### src/rtl/led_pattern_ctrl.sv
// Four-LED pattern sequencer: prescaled step tick, four display modes, pause and speed control.
// Optional macro LED_PWM_DIM_EN adds dim_duty and a 4-bit PWM mask on the led outputs.
module led_pattern_ctrl #(
    parameter int TICK_BASE = 10_000_000,
    parameter int CNT_W     = 24
) (
    input  logic       sys_clk,
    input  logic       sys_rst,
    input  logic       mode_next,
    input  logic [1:0] speed_sel,
    input  logic       pause,
`ifdef LED_PWM_DIM_EN
    input  logic [3:0] dim_duty,
`endif
    output logic [3:0] led,
    output logic [1:0] mode,
    output logic       step_tick
);

    typedef enum logic [1:0] {
        FLOW_L   = 2'd0,
        FLOW_R   = 2'd1,
        BLINK    = 2'd2,
        PINGPONG = 2'd3
    } mode_t;

    typedef enum logic {
        DIR_UP   = 1'b0,
        DIR_DOWN = 1'b1
    } dir_t;

    mode_t            mode_q, mode_d;
    dir_t             dir_q, dir_d;
    logic [3:0]       pat_q, pat_d;
    logic [CNT_W-1:0] cnt_q, cnt_d;
    logic             tick_q, tick_d;
    logic [CNT_W-1:0] period;
    logic [CNT_W-1:0] last_cnt;
    logic             terminal;

    // >= rather than == so that shortening the period never strands cnt past the wrap
    assign period   = CNT_W'(TICK_BASE >> speed_sel);
    assign last_cnt = period - CNT_W'(1);
    assign terminal = (cnt_q >= last_cnt);

    always_ff @(posedge sys_clk) begin
        if (sys_rst) begin
            mode_q <= FLOW_L;
            dir_q  <= DIR_UP;
            pat_q  <= 4'b0001;
            cnt_q  <= '0;
            tick_q <= 1'b0;
        end else begin
            mode_q <= mode_d;
            dir_q  <= dir_d;
            pat_q  <= pat_d;
            cnt_q  <= cnt_d;
            tick_q <= tick_d;
        end
    end

    always_comb begin
        mode_d = mode_q;
        dir_d  = dir_q;
        pat_d  = pat_q;
        cnt_d  = cnt_q;
        tick_d = 1'b0;
        if (mode_next) begin
            // a mode change discards any step that lands on the same edge
            mode_d = mode_t'(mode_q + 2'd1);
            dir_d  = DIR_UP;
            cnt_d  = '0;
            case (mode_d)
                FLOW_L:   pat_d = 4'b0001;
                FLOW_R:   pat_d = 4'b1000;
                BLINK:    pat_d = 4'b1111;
                PINGPONG: pat_d = 4'b0001;
                default:  pat_d = 4'b0001;
            endcase
        end else if (!pause && terminal) begin
            cnt_d  = '0;
            tick_d = 1'b1;
            case (mode_q)
                FLOW_L: pat_d = {pat_q[2:0], pat_q[3]};
                FLOW_R: pat_d = {pat_q[0], pat_q[3:1]};
                BLINK:  pat_d = ~pat_q;
                PINGPONG: begin
                    if (dir_q == DIR_UP) begin
                        pat_d = {pat_q[2:0], 1'b0};
                        if (pat_q[2]) dir_d = DIR_DOWN;
                    end else begin
                        pat_d = {1'b0, pat_q[3:1]};
                        if (pat_q[1]) dir_d = DIR_UP;
                    end
                end
                default: pat_d = pat_q;
            endcase
        end else if (!pause) begin
            cnt_d = cnt_q + CNT_W'(1);
        end
    end

    assign mode      = mode_q;
    assign step_tick = tick_q;

`ifdef LED_PWM_DIM_EN
    logic [3:0] pwm_cnt;

    always_ff @(posedge sys_clk) begin
        if (sys_rst) pwm_cnt <= 4'd0;
        else         pwm_cnt <= pwm_cnt + 4'd1;
    end

    assign led = pat_q & {4{pwm_cnt < dim_duty}};
`else
    assign led = pat_q;
`endif

endmodule
### config.mk
export PLATFORM = sky130hd
export DESIGN_NAME = led_pattern_ctrl
export DESIGN_NICKNAME = d
export VERILOG_FILES = /design/src/rtl/led_pattern_ctrl.sv
export SDC_FILE = /design/constraint.sdc
export NUM_CORES = 1
export LEC_CHECK = 0
export CORE_MARGIN = 5
export CORE_UTILIZATION = 59
export CTS_CLUSTER_SIZE = 20
export DETAILED_ROUTE_END_ITERATION = 7
export GPL_ROUTABILITY_DRIVEN = 0
export GPL_TIMING_DRIVEN = 0
export PLACE_DENSITY = 0.79
export SYNTH_ARGS = -nofsm -noshare
export SYNTH_HDL_FRONTEND = slang
export SYNTH_SLANG_ARGS = --single-unit
### constraint.sdc
create_clock -name sys_clk -period 3.6 [get_ports sys_clk]
set_clock_uncertainty 0.05 [all_clocks]
set_input_delay 1.08 -clock sys_clk [delete_from_list [all_inputs] [get_ports sys_clk]]
set_output_delay 1.08 -clock sys_clk [all_outputs]
set_load 0.005 [all_outputs]
After elaboration in Yosys (flattened, before gate mapping):

Index checks and enable logic that the tools add are counted.

* reductions and logical operators: 9
* add/subtract/negate cells: 3
* magnitude comparators: 1
* equal/unequal tests: 6
* shift operators: 1
* bitwise gates (word level): 1
* mux-type cells: 9

Operator list (number)
* 24-bit by 1-bit adder with 24-bit output, second input constant: 1
* 24-bit >= comparator: 1
* 24-bit by 2-bit >> shifter with 24-bit output, first input constant: 1
* 24-bit by 1-bit subtractor with 24-bit output, second input constant: 1
* 4-bit one-hot mux with 4 select lines: 1
* 4-bit two-way mux: 3
* 4-bit one-hot mux with 3 select lines: 1
* 2-bit == test, second input constant: 4
* 2-bit by 1-bit == test with 1-bit output, second input constant: 2
* 2-bit zero test: 2
* 1-bit two-way mux: 4
* 4-bit inverter: 1
* 2-bit OR reduction: 2
* 3-bit OR reduction: 1
* 2-bit by 1-bit adder with 2-bit output, second input constant: 1
* 2-bit AND reduction: 1
* 2-bit nonzero test: 1
* 1-bit logical AND: 1
* 1-bit zero test: 1

* output and inout port bits: 7
* input port bits: 6
* word-level logic and storage cells: 35
* register bits: 32

Longest topological paths before layout:

* word-level depth: 6
* depth in mapped cells: 11
* depth with buffers taken out: 10

Least setup slack after synthesis:

Ideal clock, no wire load.

* path kind: in2reg
* from: input port speed_sel[1]
* to: register pat_q[1] (netlist: led[1])
* path slack: 0.390 ns
* stages on the path: 9
* library setup time: 0.122 ns
* arrival time: 3.038 ns
* path through: inv_1 -> ha_1 -> inv_1 -> ha_1 -> nand4_2 -> nor3_2 -> a221o_1 -> o41a_4 -> o311a_1

* word-level cells in the longest chain between the ends: 5

RTL lines
* start, declared: line 10 `input logic [1:0] speed_sel,`
* 24-bit by 2-bit >> shifter with 24-bit output: line 42 `assign period = CNT_W'(TICK_BASE >> speed_sel);`
* 24-bit by 1-bit subtractor with 24-bit output: line 43 `assign last_cnt = period - CNT_W'(1);`
* 24-bit >= comparator: line 44 `assign terminal = (cnt_q >= last_cnt);`
* 1-bit logical AND: line 80 `end else if (!pause && terminal) begin`
* 2-bit nonzero test (no source line)
* end signal, assigned: line 56 `pat_q <= pat_d;`
* end, declared: line 34 `logic [3:0] pat_q, pat_d;`

No other way between the ends.
A chain may end at the register's enable or synchronous reset.

Final worst setup path:

* from: input port speed_sel[1]
* to: register cnt_q[23]

* word-level cells in the longest chain between the ends: 5

RTL lines
* 24-bit by 2-bit >> shifter with 24-bit output: line 42
* 24-bit by 1-bit subtractor with 24-bit output: line 43
* 24-bit >= comparator: line 44
* 1-bit logical AND: line 80
* 3-bit OR reduction (no source line)
* end signal, assigned: line 57 `cnt_q <= cnt_d;`
* end, declared: line 35 `logic [CNT_W-1:0] cnt_q, cnt_d;`

No other way between the ends.

==> insert_results.sql <==
INSERT INTO impl_metrics (metric_group, metric, value, unit) VALUES
('run_status', 'result_of_the_run', 'finished clean', ''),
('yosys', 'syn_area_per_cell', '8.955', 'µm²'),
('global_route', 'grt_start_max_net_pins', '11', ''),
('timing', 'max_clock_freq', '286.0', 'MHz'),
('final_layout', 'design.final.nets', '306', ''),
('pwr', 'power.share.sequential', '0.486', ''),
('final_layout', 'final_design_area_no_fill', '2501', 'µm²'),
('place', 'detailedPlace.worstSlack', '-656.7', 'ps'),
('floorplan', 'floorplan.die.width', '71.36', 'µm'),
('pwr', 'total_leakage_power', '1.053', 'nW'),
('yosys', 'synth.top_cell.area_share', '0.2885', ''),
('critical_path', 'critical-path-max-stage-delay', '450', 'ps'),
('pwr', 'power.combinational.fraction', '0.140', ''),
('final_layout', 'antennaDiodeCount', '0', ''),
('place', 'detailed_place_hpwl', '3350', 'µm'),
('timing', 'period_share', '0.9713', ''),
('floorplan', 'coreArea', '3661', 'µm²'),
('floorplan', 'die_area', '5092', 'µm²'),
('timing', 'grt_setup_unrepaired', 'false', ''),
('pwr', 'cell_pwr_density', '305.1', 'nW/µm²'),
('cts', 'clock_sink_total', '32', ''),
('global_route', 'first_global_vias', '1749', ''),
('critical_path', 'cpMaxStageDelayCell', 'sky130_fd_sc_hd__a221o_1', ''),
('critical_path', 'worst-setup-path-type', 'input pin to flop', ''),
('final_layout', 'utilization_after_layout', '0.6832', ''),
('final_layout', 'multiInputGateArea', '1506', 'µm²'),
('detailed_routing', 'detailedRoute.firstPassIterationCount', '4', ''),
('global_route', 'grt_util_overall', '0.1867', ''),
('critical_path', 'crit_required', '3770', 'ps'),
('critical_path', 'critPathCaptureType', 'flop', ''),
('cts', 'ctsLongestPathBuffers', '2', ''),
('yosys', 'yosys_warnings', '0', ''),
('cts', 'worst_skew_pair.late_latency', '280', 'ps'),
('cts', 'cts_made_buffers', '5', ''),
('global_route', 'first_pass_grt_wire_length', '7707', 'µm'),
('pwr', 'p_sw_frac', '0.2601', ''),
('detailed_routing', 'drt-wirelength-per-cell', '14.06', 'µm'),
('detailed_routing', 'drt_iter0_markers', '80', ''),
('detailed_routing', 'drc', '0', ''),
('pwr', 'p_clk_frac', '0.375', ''),
('critical_path', 'crit_path_start_kind', 'input pin', ''),
('cts', 'clock-root-buffer', 'sky130_fd_sc_hd__clkbuf_8', ''),
('cts', 'post_cts_hold_buffer_count', '0', ''),
('timing', 'max-slew-margin-rel', '0.5771', ''),
('timing', 'finalCriticalPeriod', '3497', 'ps'),
('cts', 'cts_tree', 'yes', ''),
('detailed_routing', 'dr_total_vias', '1784', ''),
('yosys', 'synth-async-reset-ratio', '0', ''),
('floorplan', 'core.rowCount', '22', ''),
('yosys', 'synth.top_cells.by_area', 'sky130_fd_sc_hd__dfxtp_1 (29%), sky130_fd_sc_hd__ha_1 (19%), sky130_fd_sc_hd__nor2_2 (5.4%)', ''),
('yosys', 'synth.top_cells.by_count', 'sky130_fd_sc_hd__ha_1 (33), sky130_fd_sc_hd__dfxtp_1 (32), sky130_fd_sc_hd__nand2_1 (23)', ''),
('yosys', 'synth_edf_count', '0', ''),
('detailed_routing', 'drt-total-wl', '4443', 'µm'),
('floorplan', 'io_pins', '13', ''),
('yosys', 'most_used_standard_cell_by_instance_count_after_synthesis', 'sky130_fd_sc_hd__ha_1', ''),
('global_route', 'grt_overflow', '0', ''),
('yosys', 'synth.ff_latch_count', '32', ''),
('yosys', 'ys_types', '45', ''),
('floorplan', 'start_util', '0.6066', ''),
('final_layout', 'flow.area_growth_from_synthesis', '12.62', '%'),
('cts', 'cts.reportedPaths.clkPinSlew', '70', 'ps'),
('yosys', 'synth_area', '2221', 'µm²'),
('yosys', 'syn-num-nets', '287', ''),
('hold_path', 'hp-class', 'flop to flop', ''),
('detailed_routing', 'avgViaCountPerCell', '5.646', ''),
('pwr', 'netSwitchingPower', '0.1985', 'mW'),
('final_layout', 'drive_above_1_share', '0.1567', ''),
('timing', 'hold_violations', '0', ''),
('cts', 'cts_htree_levels', '2', ''),
('critical_path', 'cp_cell_sequence', 'clkdlybuf4s15_2, inv_1, ha_1, inv_1, ha_1, a21oi_1, o21ai_1, a221o_1, o41ai_4, nand2_2, buf_6, nor2_2', ''),
('timing', 'slew_violations', '0', '');
[through the flow]
step / power (mW) / hold slack [ps] / setup TNS, ps / std cells
after floorplan: 0.4451 / 423.7 / 0 / 248
after global placement: 0.4801 / 445.1 / -17270 / 307
after detailed placement: 0.4827 / 467.3 / -18280 / 307
after CTS: 0.7727 / 475.8 / 0 / 316
after global routing: 0.8042 / 504.1 / 0 / 316
final: 0.7631 / 472.8 / 0 / 316
[worst max-delay path: cells and delay by family]
| kind | cells | cell delay, ps |
|---|---|---|
| buffers and inverters | 4 | 750 |
| AO/OA/AOI/OAI | 4 | 1100 |
| adder cells (fa/ha/maj) | 2 | 480 |
| AND/OR/NAND/NOR | 2 | 240 |
[logic make-up after synthesis]
kind of cell / share of synthesized area
simple gates: 0.2659
compound gates: 0.1335
fa+ha+maj: 0.1859
flops: 0.2884
xor+xnor: 0.08282
buf+inv: 0.03887
mux: 0.004507
[state kept, by name (all words and copies together) (netlist names)]
register,cells
step_tick,1
mode,2
dir_q,1
cnt_q,24
led,4
[cells in the final DEF (no fill, tap or decap), drive strengths merged, types with 2 or more instances in the layout]
cell / n
a21o: 4
a21oi: 18
a31oi: 2
and3: 4
buf: 4
clkbuf: 9
clkdlybuf4s50: 9
dfxtp: 32
ha: 33
inv: 13
nand2: 24
nand2b: 2
nand3: 8
nand3b: 2
nand4: 9
nand4b: 2
nor2: 38
nor2b: 3
nor3: 5
nor4: 2
o211ai: 2
o21ai: 5
o311a: 2
xnor2: 9
xor2: 12
[final timing paths]
| kind | startpoint | end | slack [ps] | cells past startpoint |
|---|---|---|---|---|
| worst min-delay path | cnt_q[5] | cnt_q[5] | 470 | 2 |
| worst max-delay path | speed_sel[1] | cnt_q[23] | 100 | 12 |
| worst min register to register | cnt_q[5] | cnt_q[5] | 470 | 2 |
| worst max register to register | cnt_q[11] | cnt_q[23] | 1270 | 8 |
[power groups by stage]
stage | Sequential (mW) | Clock [mW] | Combinational (mW)
after CTS | 0.370 | 0.296 | 0.106
after global routing | 0.372 | 0.313 | 0.119
after floorplan | 0.377 | 0 | 0.0681
after global placement | 0.379 | 0 | 0.102
after detailed placement | 0.378 | 0 | 0.105
final | 0.371 | 0.286 | 0.107
[area by class of cell]
cell class / count / share of cell area
Multi-Input combinational cell: 199 / 0.6023
Timing Repair Buffer: 12 / 0.04702
Buffer: 4 / 0.01501
Tap cell: 48 / 0.02401
Sequential cell: 32 / 0.2561
Inverter: 13 / 0.01951
Clock buffer: 8 / 0.03602
[routing by layer]
metal / up-vias / routed length [µm] / track usage
met5: - / 0 / 0
met4: 0 / 62 / 0.07098
met3: 6 / 150 / 0.04769
met2: 33 / 2204 / 0.3122
met1: 836 / 2026 / 0.2296
li1: 909 / - / -
[timing repair]
action | CTS | global route
setup buffers | 1 | 0
gates resized for setup | 5 | 0
cloned | 0 | 0
pin swaps | 2 | 1
hold endpoints to repair | 0 | 0
setup endpoints to repair | 30 | 13
Power figures use the tool's default switching activity.
